==> config.mk <==
export PLATFORM = sky130hd
export DESIGN_NAME = regfile_rd_ctrl_flat
export DESIGN_NICKNAME = d
export VERILOG_FILES = /design/src/rtl/regfile_rd_ctrl_if.sv /design/src/rtl/regfile_rd_ctrl.sv /design/src/flat_wrapper.sv
export SDC_FILE = /design/constraint.sdc
export NUM_CORES = 1
export LEC_CHECK = 0
export BUFFER_PORTS_ARGS = -buffer_cell sky130_fd_sc_hd__buf_2
export CELL_PAD_IN_SITES_DETAIL_PLACEMENT = 1
export CELL_PAD_IN_SITES_GLOBAL_PLACEMENT = 1
export CORE_MARGIN = 2
export CORE_UTILIZATION = 37
export CTS_BUF_LIST = sky130_fd_sc_hd__clkbuf_16
export CTS_CLUSTER_DIAMETER = 50
export DETAILED_ROUTE_END_ITERATION = 8
export PLACE_DENSITY_LB_ADDON = 0.05
export SKIP_CTS_REPAIR_TIMING = 1
export SLEW_MARGIN = 15
export SYNTH_ARGS = -nofsm -noshare
export SYNTH_HDL_FRONTEND = slang
export SYNTH_SLANG_ARGS = --single-unit
==> constraint.sdc <==
create_clock -name clk -period 1.8 [get_ports clk]
set_clock_uncertainty 0.15 [all_clocks]
set_input_delay 0.27 -clock clk [delete_from_list [all_inputs] [get_ports clk]]
set_output_delay 0.27 -clock clk [all_outputs]
set_load 0.02 [all_outputs]
==> src/rtl/regfile_rd_ctrl_if.sv <==
// Operand-fetch bundle: decode request, register-file read port, writeback snoop, execute output.
// master = the read controller's view, slave = the surrounding pipeline and register file.
interface regfile_rd_ctrl_if #(
  parameter int XW = 32,
  parameter int TW = 8
) ();
  logic          flush;
  logic          req_valid;
  logic          req_ready;
  logic [4:0]    req_rs1;
  logic [4:0]    req_rs2;
  logic [TW-1:0] req_tag;
  logic [4:0]    rf_rd_addr1;
  logic [4:0]    rf_rd_addr2;
  logic [XW-1:0] rf_rd_data1;
  logic [XW-1:0] rf_rd_data2;
  logic          wb_wr_en;
  logic [4:0]    wb_wr_addr;
  logic [XW-1:0] wb_wr_data;
  logic          op_valid;
  logic          op_ready;
  logic [XW-1:0] op_rs1_data;
  logic [XW-1:0] op_rs2_data;
  logic [TW-1:0] op_tag;

  modport master (
    input  flush, req_valid, req_rs1, req_rs2, req_tag,
    input  rf_rd_data1, rf_rd_data2, wb_wr_en, wb_wr_addr, wb_wr_data, op_ready,
    output req_ready, rf_rd_addr1, rf_rd_addr2, op_valid, op_rs1_data, op_rs2_data, op_tag
  );

  modport slave (
    output flush, req_valid, req_rs1, req_rs2, req_tag,
    output rf_rd_data1, rf_rd_data2, wb_wr_en, wb_wr_addr, wb_wr_data, op_ready,
    input  req_ready, rf_rd_addr1, rf_rd_addr2, op_valid, op_rs1_data, op_rs2_data, op_tag
  );
endinterface

==> src/rtl/regfile_rd_ctrl.sv <==
// Register-file read initiator: S1 waits out the 1-cycle RF latency with writeback forwarding,
// S2 presents operands to execute and keeps them coherent with writes while held.
module regfile_rd_ctrl #(
  parameter int XW = 32,
  parameter int TW = 8
) (
  input  logic              clk,
  input  logic              rst_n,
  regfile_rd_ctrl_if.master bus
);

  logic          s1_valid, s2_valid;
  logic [4:0]    s1_rs1, s1_rs2, s2_rs1, s2_rs2;
  logic [TW-1:0] s1_tag, s2_tag;
  logic [XW-1:0] s2_d1, s2_d2;
  logic          wbq_en;
  logic [4:0]    wbq_addr;
  logic [XW-1:0] wbq_data;

  logic          s2_free, s1_adv, s2_hold, req_fire;
  logic [XW-1:0] s1_d1, s1_d2;

  // The RF misses both the write landing this cycle and the one that landed last edge.
  function automatic logic [XW-1:0] fwd(
    input logic [4:0]    rs,
    input logic [XW-1:0] rf_data,
    input logic          c_en,
    input logic [4:0]    c_addr,
    input logic [XW-1:0] c_data,
    input logic          p_en,
    input logic [4:0]    p_addr,
    input logic [XW-1:0] p_data
  );
    if (rs == 5'd0) return '0;
    if (c_en && c_addr == rs) return c_data;
    if (p_en && p_addr == rs) return p_data;
    return rf_data;
  endfunction

  function automatic logic [XW-1:0] refresh(
    input logic [4:0]    rs,
    input logic [XW-1:0] held,
    input logic          w_en,
    input logic [4:0]    w_addr,
    input logic [XW-1:0] w_data
  );
    if (w_en && rs != 5'd0 && w_addr == rs) return w_data;
    return held;
  endfunction

  always_comb begin
    s2_free  = !s2_valid || bus.op_ready;
    s1_adv   = s1_valid && s2_free;
    s2_hold  = s2_valid && !bus.op_ready;
    req_fire = bus.req_valid && bus.req_ready;
    s1_d1    = fwd(s1_rs1, bus.rf_rd_data1, bus.wb_wr_en, bus.wb_wr_addr, bus.wb_wr_data,
                   wbq_en, wbq_addr, wbq_data);
    s1_d2    = fwd(s1_rs2, bus.rf_rd_data2, bus.wb_wr_en, bus.wb_wr_addr, bus.wb_wr_data,
                   wbq_en, wbq_addr, wbq_data);
  end

  assign bus.req_ready   = !bus.flush && (!s1_valid || s1_adv);
  // A stalled S1 keeps re-reading so its data stays one cycle fresh when it finally moves.
  assign bus.rf_rd_addr1 = (s1_valid && !s1_adv) ? s1_rs1 : bus.req_rs1;
  assign bus.rf_rd_addr2 = (s1_valid && !s1_adv) ? s1_rs2 : bus.req_rs2;
  assign bus.op_valid    = s2_valid;
  assign bus.op_rs1_data = s2_d1;
  assign bus.op_rs2_data = s2_d2;
  assign bus.op_tag      = s2_tag;

  always_ff @(posedge clk or negedge rst_n) begin
    if (!rst_n) begin
      s1_valid <= 1'b0;
      s2_valid <= 1'b0;
      s1_rs1   <= '0;
      s1_rs2   <= '0;
      s1_tag   <= '0;
      s2_rs1   <= '0;
      s2_rs2   <= '0;
      s2_tag   <= '0;
      s2_d1    <= '0;
      s2_d2    <= '0;
      wbq_en   <= 1'b0;
      wbq_addr <= '0;
      wbq_data <= '0;
    end else begin
      wbq_en   <= bus.wb_wr_en;
      wbq_addr <= bus.wb_wr_addr;
      wbq_data <= bus.wb_wr_data;

      if (bus.flush)     s1_valid <= 1'b0;
      else if (req_fire) s1_valid <= 1'b1;
      else if (s1_adv)   s1_valid <= 1'b0;

      if (req_fire) begin
        s1_rs1 <= bus.req_rs1;
        s1_rs2 <= bus.req_rs2;
        s1_tag <= bus.req_tag;
      end

      if (bus.flush)        s2_valid <= 1'b0;
      else if (s1_adv)      s2_valid <= 1'b1;
      else if (bus.op_ready) s2_valid <= 1'b0;

      if (s1_adv) begin
        s2_rs1 <= s1_rs1;
        s2_rs2 <= s1_rs2;
        s2_tag <= s1_tag;
        s2_d1  <= s1_d1;
        s2_d2  <= s1_d2;
      end else if (s2_hold) begin
        s2_d1 <= refresh(s2_rs1, s2_d1, bus.wb_wr_en, bus.wb_wr_addr, bus.wb_wr_data);
        s2_d2 <= refresh(s2_rs2, s2_d2, bus.wb_wr_en, bus.wb_wr_addr, bus.wb_wr_data);
      end
    end
  end

endmodule
==> src/flat_wrapper.sv <==
// flat-port wrapper written by rule: the top's interface ports become plain ports
module regfile_rd_ctrl_flat 
#(
  parameter int XW = 32,
  parameter int TW = 8
)
  (clk, rst_n, bus_flush, bus_req_valid, bus_req_rs1, bus_req_rs2, bus_req_tag, bus_rf_rd_data1, bus_rf_rd_data2, bus_wb_wr_en, bus_wb_wr_addr, bus_wb_wr_data, bus_op_ready, bus_req_ready, bus_rf_rd_addr1, bus_rf_rd_addr2, bus_op_valid, bus_op_rs1_data, bus_op_rs2_data, bus_op_tag);
  regfile_rd_ctrl_if #(.XW(XW), .TW(TW)) bus_i ();
  input  logic clk;
  input  logic rst_n;
  input wire logic [$bits(bus_i.flush)-1:0] bus_flush;
  input wire logic [$bits(bus_i.req_valid)-1:0] bus_req_valid;
  input wire logic [$bits(bus_i.req_rs1)-1:0] bus_req_rs1;
  input wire logic [$bits(bus_i.req_rs2)-1:0] bus_req_rs2;
  input wire logic [$bits(bus_i.req_tag)-1:0] bus_req_tag;
  input wire logic [$bits(bus_i.rf_rd_data1)-1:0] bus_rf_rd_data1;
  input wire logic [$bits(bus_i.rf_rd_data2)-1:0] bus_rf_rd_data2;
  input wire logic [$bits(bus_i.wb_wr_en)-1:0] bus_wb_wr_en;
  input wire logic [$bits(bus_i.wb_wr_addr)-1:0] bus_wb_wr_addr;
  input wire logic [$bits(bus_i.wb_wr_data)-1:0] bus_wb_wr_data;
  input wire logic [$bits(bus_i.op_ready)-1:0] bus_op_ready;
  output wire logic [$bits(bus_i.req_ready)-1:0] bus_req_ready;
  output wire logic [$bits(bus_i.rf_rd_addr1)-1:0] bus_rf_rd_addr1;
  output wire logic [$bits(bus_i.rf_rd_addr2)-1:0] bus_rf_rd_addr2;
  output wire logic [$bits(bus_i.op_valid)-1:0] bus_op_valid;
  output wire logic [$bits(bus_i.op_rs1_data)-1:0] bus_op_rs1_data;
  output wire logic [$bits(bus_i.op_rs2_data)-1:0] bus_op_rs2_data;
  output wire logic [$bits(bus_i.op_tag)-1:0] bus_op_tag;
  assign bus_i.flush = bus_flush;
  assign bus_i.req_valid = bus_req_valid;
  assign bus_i.req_rs1 = bus_req_rs1;
  assign bus_i.req_rs2 = bus_req_rs2;
  assign bus_i.req_tag = bus_req_tag;
  assign bus_i.rf_rd_data1 = bus_rf_rd_data1;
  assign bus_i.rf_rd_data2 = bus_rf_rd_data2;
  assign bus_i.wb_wr_en = bus_wb_wr_en;
  assign bus_i.wb_wr_addr = bus_wb_wr_addr;
  assign bus_i.wb_wr_data = bus_wb_wr_data;
  assign bus_i.op_ready = bus_op_ready;
  assign bus_req_ready = bus_i.req_ready;
  assign bus_rf_rd_addr1 = bus_i.rf_rd_addr1;
  assign bus_rf_rd_addr2 = bus_i.rf_rd_addr2;
  assign bus_op_valid = bus_i.op_valid;
  assign bus_op_rs1_data = bus_i.op_rs1_data;
  assign bus_op_rs2_data = bus_i.op_rs2_data;
  assign bus_op_tag = bus_i.op_tag;
  regfile_rd_ctrl #(.XW(XW), .TW(TW)) u_core (.clk(clk), .rst_n(rst_n), .bus(bus_i));
endmodule
==> results.cfg <==
[status]
status = finished, violations left
violations = negative setup slack

[yosys]
syn_nets = 884
async_flop_share_pct = 100
synth_cell_types = 32
ys_warn_count = 0
ys_seq_area_share_pct = 45.1
yosys_most_used_dff = dfrtp_1
synth_seq_cells = 140
synth_area_per_cell_um2 = 10.2
synth.cell_area_mm2 = 0.00777
synth-edff-count = 0
syn_inst = 759
synth_top_area_share_pct = 45.1
synthTopCellsByArea = dfrtp_1 45%, a311o_1 8.2%, a2bb2oi_2 7.5%, nand4_1 5.3%, nor3_1 4.3%
synth_top_area_cell = dfrtp_1

[routing]
via_per_inst = 5.98
routed_wl_mm = 34.9
drt_first_pass_iters = 6
vias = 8152
drc = 0
drtIter0Drc = 516
wl_per_cell_um = 25.6
ant_nets = 0

[setup_path]
startpoint_type = register
critPathMaxFanout = 8
cp.arrival_ns = 2.41
critical_path_required_ns = 2.00
endpoint_kind = register
critical_path_class = register to register

[flow_run]
maxCapViolations = 0

[finish]
postLayoutCellArea_mm2 = 0.0120
layout-drive-gt1-share_pct = 46.7
layout.nets = 1200
final_common_cell = buf_2
final_cell_mix = 196 x buf_2, 131 x dfrtp_1, 67 x nor3_1
syn_to_final_growth_pct = 53.8
antennaDiodeCount = 0

[global_route]
grt_pass1_wl_mm = 46.4
first_global_vias = 8153
antenna_found_initial = 0
gr-total-overflow = 0
grt_max_degree = 70
grt.total_usage_pct = 27.0

[timing]
timing.final.crit_share_pct = 123
max_slew.worst_pin.slew_ns = 0.442
fin_hold_ws_ns = 0.0189
totalNegativeSetupSlack_ns = -26.34
fin_crit_ns = 2.21
rsz0062_at_grt = true
fmax_mhz = 453
relSlewSlack_pct = 70.5
setup-violations-final = 93
setup_slack_ns = -0.408
hold_viol_final = 0
slew_viol_final = 0

[power_and_ir_drop]
p_leak_nw = 5.04
powerDensity_mw_per_mm2 = 940
peakVddDrop_uv = 701

[floorplanning]
start_util_pct = 37.3
pin_count = 209
die_h_um = 149
core_mm2 = 0.0208
std_cell_rows = 53
dieArea_mm2 = 0.0222
die_w_um = 149

[placement]
port_buffers = 208
hpwlAfterDp_mm = 20.7
placed_area_mm2 = 0.00966
gp_congestion = 0.876

[clock_tree]
clk_latency_ns = 0.43
cts_max_path_buffers = 2
cts_sinks = 140
root_buffer = clkbuf_16
cts_tree = built
clkTransAtPathRegs_ns = 0.07
numCtsBuffers = 17
htree_levels = 4

[worst_hold_path]
hp-class = input pin to register
## layer usage
metal	part of all wire, %	vias to the layer above	GRT usage (%)
met4	2.9	0	9.00
met5	0	-	0
met1	41	4123	35.8
met2	50	368	44.7
li1	-	3591	-
met3	6.5	70	5.05
## registers in the layout, indices dropped and copies added, names as in the netlist, 5 cells and up
name and count:
u_core.s1_rs1 5, u_core.bus.op_rs1_data 32, u_core.s2_rs2 5, u_core.wbq_addr 5, u_core.wbq_data 32, u_core.s2_rs1 5, u_core.s1_rs2 5, u_core.bus.op_tag 8
u_core.bus.op_rs2_data 32, u_core.s1_tag 8
## cells by family (layout without fill, tap and decap cells)
kind of cell | Yosys count | count (layout) | synth area share, %
AOI/OAI and AO/OA | 262 | 262 | 27.3
xor gates and xnor gates | 28 | 28 | 3.15
buffers and inverters | 83 | 412 | 5.95
DFF | 140 | 140 | 45.1
muxes | 28 | 28 | 4.06
and+or+nand+nor | 218 | 218 | 14.5
## path summary, 6_finish.rpt
kind                       slack (ns)                          from  depth (start not counted)                                     end
hold reg to reg                  0.32  u_core.s1_tag[7]$_DFFE_PN0P_                          2        u_core.bus.op_tag[7]$_DFFE_PN0N_
setup / recovery                -0.41  u_core.s1_rs1[1]$_DFFE_PN0P_                          6  u_core.bus.op_rs1_data[29]$_DFFE_PN0P_
hold / removal                   0.02                 bus_req_valid                          3             u_core.s1_valid$_DFFE_PN0P_
setup reg to reg                -0.41  u_core.s1_rs1[1]$_DFFE_PN0P_                          6  u_core.bus.op_rs1_data[29]$_DFFE_PN0P_
max in group asynchronous        0.85                         rst_n                          3                 u_core.wbq_en$_DFF_PN0_
min in group asynchronous        0.04                         rst_n                          2  u_core.bus.op_rs2_data[22]$_DFFE_PN0P_
## worst max-delay path, cell delays in order (launching register included)
cell and delay [ns]:
dfrtp_2 0.47, xnor2_2 0.19, nand4_1 0.25, or2_4 0.38, clkbuf_16 0.19, a311o_1 0.36, a2bb2oi_2 0.14
## synthesized netlist by cell type, types with 3 or more instances
| cell | count |
|---|---|
| a2bb2oi_1 | 25 |
| a2bb2oi_2 | 39 |
| a311o_1 | 64 |
| buf_2 | 42 |
| buf_6 | 5 |
| buf_8 | 3 |
| clkbuf_1 | 29 |
| dfrtp_1 | 140 |
| dlymetal6s2s_1 | 3 |
| mux2_2 | 28 |
| nand2_1 | 61 |
| nand4_1 | 66 |
| nor2_1 | 5 |
| nor3_1 | 67 |
| o21ai_0 | 67 |
| o21ai_1 | 64 |
| or2_1 | 3 |
| xnor2_1 | 18 |
| xor2_1 | 10 |
## power by group
group | switching [W] | internal (W)
registers | 0.000386 | 0.00357
clock network | 0.00148 | 0.00203
logic | 0.00202 | 0.00175
total | 0.00389 | 0.00736
## per-stage QoR
stage | util (%) | instances | setup WS (ns) | total power [W]
after floorplan | - | 759 | -0.0343 | 0.00554
after global placement | 46.4 | 1237 | -0.292 | 0.00685
after detailed placement | 46.4 | 1237 | -0.369 | 0.00696
after CTS | 49.1 | 1269 | -0.465 | 0.0105
after global routing | 57.4 | 1363 | -0.445 | 0.0117
final | 57.4 | 1363 | -0.408 | 0.0112
## layout make-up
| class | count | area [um2] |
|---|---|---|
| Multi-Input combinational cell | 536 | 4290 |
| Sequential cell | 140 | 3510 |
| Tap cell | 275 | 344 |
| Clock buffer | 17 | 425 |
| Fill cell | 2260 | 8860 |
| Clock inverter | 15 | 146 |
| Timing Repair Buffer | 380 | 3240 |
(Power assumes the default switching activity.)
